===== config.mk =====
export PLATFORM = sky130hd
export DESIGN_NAME = guess_compare
export DESIGN_NICKNAME = d
export VERILOG_FILES = /design/src/rtl/guess_compare.sv
export SDC_FILE = /design/constraint.sdc
export NUM_CORES = 1
export LEC_CHECK = 0
export ABC_AREA = 0
export CORE_MARGIN = 3
export CORE_UTILIZATION = 40
export CTS_BUF_LIST = sky130_fd_sc_hd__clkbuf_4 sky130_fd_sc_hd__clkbuf_8 sky130_fd_sc_hd__clkbuf_16
export CTS_CLUSTER_DIAMETER = 200
export DETAILED_ROUTE_END_ITERATION = 7
export GPL_TIMING_DRIVEN = 0
export MAX_ROUTING_LAYER = met4
export PLACE_DENSITY = 0.7
export RECOVER_POWER = 50
export SLEW_MARGIN = 10
export SYNTH_ARGS = -nofsm -noshare
export SYNTH_HDL_FRONTEND = slang
export SYNTH_SLANG_ARGS = --single-unit

===== constraint.sdc =====
create_clock -name clk -period 5 [get_ports clk]
set_input_delay 1 -clock clk [delete_from_list [all_inputs] [get_ports clk]]
set_output_delay 1 -clock clk [all_outputs]
set_load 0.01 [all_outputs]

===== src/rtl/guess_compare.sv =====
// Number-guessing round controller fed by an 11-bit LFSR.
// The LFSR value is captured as the secret target when a round starts.
// Each valid guess is scored as too high, too low or a match, and is counted.
// A round ends on a match (WIN) or when the attempt budget runs out (LOSE).
//
//   state | meaning
//   ------+--------------------------------------------------------------
//   IDLE  | after reset, no round yet; LFSR free-runs
//   PLAY  | round in progress; LFSR frozen, guesses are scored
//   WIN   | last guess matched; target revealed, LFSR free-runs
//   LOSE  | attempt budget spent without a match; target revealed
module guess_compare #(
  parameter int WIDTH     = 11,
  parameter int MAX_TRIES = 8,
  parameter int TRY_W     = 4
) (
  input  logic             clk,
  input  logic             reset_n,
  input  logic [WIDTH-1:0] num,
  input  logic             start,
  input  logic [WIDTH-1:0] guess,
  input  logic             guess_valid,
  output logic [1:0]       lfsr_en,
  output logic             busy,
  output logic             too_high,
  output logic             too_low,
  output logic             match,
  output logic             game_over,
  output logic [TRY_W-1:0] tries,
  output logic [WIDTH-1:0] target
);

  typedef enum logic [1:0] {
    S_IDLE = 2'd0,
    S_PLAY = 2'd1,
    S_WIN  = 2'd2,
    S_LOSE = 2'd3
  } state_t;

  state_t           state_q, state_d;
  logic [WIDTH-1:0] secret_q, secret_d;
  logic [TRY_W-1:0] tries_q, tries_d;
  logic             too_high_q, too_high_d;
  logic             too_low_q, too_low_d;
  logic             match_q, match_d;
  logic             game_over_q, game_over_d;
  logic             busy_q, busy_d;
  logic [1:0]       lfsr_en_q, lfsr_en_d;
  logic [WIDTH-1:0] target_q, target_d;
  logic [TRY_W-1:0] tries_inc;

  // Next-state, scoring and registered-output computation
  always_comb begin
    state_d     = state_q;
    secret_d    = secret_q;
    tries_d     = tries_q;
    too_high_d  = too_high_q;
    too_low_d   = too_low_q;
    match_d     = match_q;
    game_over_d = game_over_q;
    tries_inc   = tries_q + 1'b1;

    if (start) begin
      // start wins over a coincident guess in every state, including PLAY
      state_d     = S_PLAY;
      secret_d    = num;
      tries_d     = '0;
      too_high_d  = 1'b0;
      too_low_d   = 1'b0;
      match_d     = 1'b0;
      game_over_d = 1'b0;
    end else if (guess_valid && (state_q == S_PLAY)) begin
      tries_d    = tries_inc;
      too_high_d = (guess > secret_q);
      too_low_d  = (guess < secret_q);
      match_d    = (guess == secret_q);
      if (guess == secret_q) begin
        state_d = S_WIN;
      end else if (tries_inc == TRY_W'(MAX_TRIES)) begin
        state_d     = S_LOSE;
        game_over_d = 1'b1;
      end
    end

    // Status outputs are derived from the next state so they line up with it
    busy_d    = (state_d == S_PLAY);
    lfsr_en_d = {1'b0, (state_d != S_PLAY)};
    target_d  = ((state_d == S_WIN) || (state_d == S_LOSE)) ? secret_d : '0;
  end

  // State and output registers with synchronous active-low reset
  always_ff @(posedge clk) begin
    if (!reset_n) begin
      state_q     <= S_IDLE;
      secret_q    <= '0;
      tries_q     <= '0;
      too_high_q  <= 1'b0;
      too_low_q   <= 1'b0;
      match_q     <= 1'b0;
      game_over_q <= 1'b0;
      busy_q      <= 1'b0;
      lfsr_en_q   <= 2'b01;
      target_q    <= '0;
    end else begin
      state_q     <= state_d;
      secret_q    <= secret_d;
      tries_q     <= tries_d;
      too_high_q  <= too_high_d;
      too_low_q   <= too_low_d;
      match_q     <= match_d;
      game_over_q <= game_over_d;
      busy_q      <= busy_d;
      lfsr_en_q   <= lfsr_en_d;
      target_q    <= target_d;
    end
  end

  assign lfsr_en   = lfsr_en_q;
  assign busy      = busy_q;
  assign too_high  = too_high_q;
  assign too_low   = too_low_q;
  assign match     = match_q;
  assign game_over = game_over_q;
  assign tries     = tries_q;
  assign target    = target_q;

endmodule


==> impl_metrics.ini, run 1 <==
[global_route]
grt_use_met1 = 0.1734
met3_usage = 0.04638
grt_pass1_wl_mm = 5.699
antenna_found_initial = 0
grt_busiest_layer = met2
grt_max_degree = 11
gr-total-overflow = 0
grt_util_all_layers = 0.1518
met2_usage = 0.2489
first_global_vias = 1257

[synth]
avgSynthCellArea_um2 = 10.32
ys.flop_type = dfxtp_1
yosysTopAreaCell = dfxtp_1
async_flop_share = 0
yosysTopAreaCellShare = 0.4227
synthesis.area_um2 = 1610
ys_warn_count = 0
synthesis.nets = 194
synth_seq_area_share = 0.4227
ys_ff_latch = 34
synthCells = 156
yosys-top-cells-area = dfxtp_1, ha_1, nor2b_1, mux2i_1, inv_1
synth.distinct_cells = 37
synth-edff-count = 0

[final_layout]
layout_common_cells = dfxtp_1, clkdlybuf4s50_1, nor2b_1
final_common_cell = dfxtp_1
fin_nets = 246
synthToLayoutAreaGrowth_pct = 36.83
n_antenna_cell = 0
drive_gt1_frac = 0.1111
finalNonFillerCells = 255

[sta]
fin_tns_setup_ns = 0
finalSetupViolCount = 0
slew-limit-headroom = 0.6503
slew_violations = 0
worst_slack_ns = 2.430
max_clock_freq_mhz = 389.1
fin_skew_ns = 0.004860
hold_viol = 0
worstMarginPinSlew_ns = 0.5246
period_share = 0.5141
min_period_ns = 2.570
grt_setup_unrepaired = false

[clocking]
clockBufferDepth = 2
numCtsBuffers = 5
cts-root-buf = clkbuf_8
post-cts-setup-buffer-count = 0
clock_latency_ns = 0.28
htree_levels = 2
postCtsResizedCells = 0
cts_tree = yes
clock-sinks = 34
clkTransAtPathRegs_ns = 0.06
cts_hold_buf = 0

[drt]
ant_nets = 0
first_pass_iters = 4
via_per_inst = 4.753
first_iter_violations = 47
routedWlPerCell_um = 12.87
routed_wl_mm = 3.282
route.detailed.drc = 0
vias = 1212

[worst_setup_path]
end_kind = flop
rrSetupSlack_ns = 3.26
rr_worst_depth = 6
r2r-start = secret_q[6]$_SDFF_PN0_
required_ns = 5.14
critical_path_arrival_ns = 2.71
crit_type = in -> reg
start_kind = input pin
path_max_fanout = 10
r2r-end = busy$_SDFF_PN0_
cp-startpoint = guess[0]

[floorplan]
ios = 48
coreArea_um2 = 3771
initial_core_util = 0.4270
die-area_um2 = 4823
chipWidth_um = 69.45
die_h_um = 69.45
rows = 22

[power_and_ir_drop]
p_leak_nw = 0.9053
ir_drop_v = 0.0001765
power-per-cell-area_nw_per_um2 = 254.1

[hold_path]
hold_path_end = game_over$_SDFFE_PP0P_
min_path_type = reg -> reg
holdPathStages = 2
hp-start = game_over$_SDFFE_PP0P_

[placed_design]
place.gp.congestion = 0.7376
dp_slack_ns = 2.080
dp_hpwl_mm = 2.653
dpl.cell_count = 249
port_buffers = 45

[run_status]
status = complete, no violations

[flow_run]
cap_violations = 0
[cells by family (layout without fill, tap and decap cells)]
family / Yosys count / after routing / share of synthesized area
AOI/OAI and AO/OA: 19 / 19 / 0.09790
DFF: 34 / 34 / 0.4227
other: 1 / 1 / 0.002329
muxes: 11 / 11 / 0.06838
adders and majority gates: 12 / 12 / 0.09324
buffers and inverters: 20 / 71 / 0.06060
xor gates and xnor gates: 3 / 3 / 0.01632
and+or+nand+nor: 56 / 56 / 0.2385
[per-layer routing]
layer  part of all wire  wire, um
met5                  0         0
met4              0.016        54
met3              0.052       172
met2               0.49      1618
met1               0.44      1437
[cell type report]
cell class                 instances  area (um^2)
clock buffer                       6        82.58
multi-input combinational        102        832.0
buffer                             5        41.29
timing repair buffer              45        450.4
fill                             313         1568
inverter                          15        56.30
sequential                        34        680.7
tap                               48        60.06
[power by group]
group / internal [mW] / switching (mW)
Combinational: 0.0449 / 0.0374
Sequential: 0.279 / 0.00418
Clock: 0.106 / 0.0886
[flip-flops by register name, summed over array words and instances (netlist names)]
name	flops
state_q	2
too_high	1
target	11
tries	4
lfsr_en	1
match	1
busy	1
game_over	1
secret_q	11
too_low	1
[how the worst max path moves through the flow]
stage / to / slack [ns] / cells after the start
after floorplan: busy$_SDFF_PN0_ / 2.75 / 5
after global placement: target[10]$_SDFF_PN0_ / 2.16 / 7
after detailed placement: target[4]$_SDFF_PN0_ / 2.08 / 7
after CTS: target[4]$_SDFF_PN0_ / 2.36 / 7
after global routing: target[4]$_SDFF_PN0_ / 2.31 / 7
final: target[4]$_SDFF_PN0_ / 2.43 / 7
[synthesized netlist by cell type (all sizes together) (2+ instances only)]
library cell   n
o21ai          2
mux2i         11
nand3b         3
buf            4
nand2          8
nor2b         22
xor2           2
nor3           2
nand4          4
inv           15
dfxtp         34
nor4           3
a21oi          8
ha            12
nor2           8
[worst max-delay path, cell delays in order]
cell,delay [ns]
clkdlybuf4s50_1,0.47
inv_1,0.04
ha_1,0.28
nand3_1,0.23
nor4_4,0.08
o31ai_4,0.49
nor2b_1,0.11
[per-stage QoR]
step / hold WS (ns) / utilization / cell area (um^2) / power, mW
finish: 0.4412 / 0.5843 / 2203 / 0.5599
global route: 0.4923 / 0.5843 / 2203 / 0.5862
CTS: 0.4489 / 0.5843 / 2203 / 0.5685
detailed placement: 0.4386 / 0.5624 / 2121 / 0.3732
global placement: 0.4368 / 0.5624 / 2121 / 0.3698
floorplan: 0.4696 / - / 1610 / 0.3382
Note: power is estimated with default switching activity, not from simulation.
==> run 2: changes to the inputs <==
clock period = 2.6 ns   (was 5 ns; I/O delays follow)
==> results of run 2 <==
Same layout as run 1 (identical final DEF). Status: complete, no violations.
Among the figures that moved: setup slack after placement 2.080 ns -> 0.1604 ns; setup slack after layout 2.430 ns -> 0.5097 ns; register-to-register setup slack 3.26 ns -> 0.86 ns; total power 0.5599 mW -> 1.077 mW; worst IR drop on VDD 0.0001765 V -> 0.0003394 V
==> run 3: changes to the inputs <==
clock period = 2.2 ns   (was 2.6 ns; I/O delays follow)
==> results of run 3 <==
Same layout as run 1 (identical final DEF). Status: complete, no violations.
Among the figures that moved: setup slack after placement 2.080 ns -> -0.1596 ns; setup slack after layout 2.430 ns -> 0.1897 ns; register-to-register setup slack 3.26 ns -> 0.46 ns; total power 0.5599 mW -> 1.272 mW; worst IR drop on VDD 0.0001765 V -> 0.0004011 V
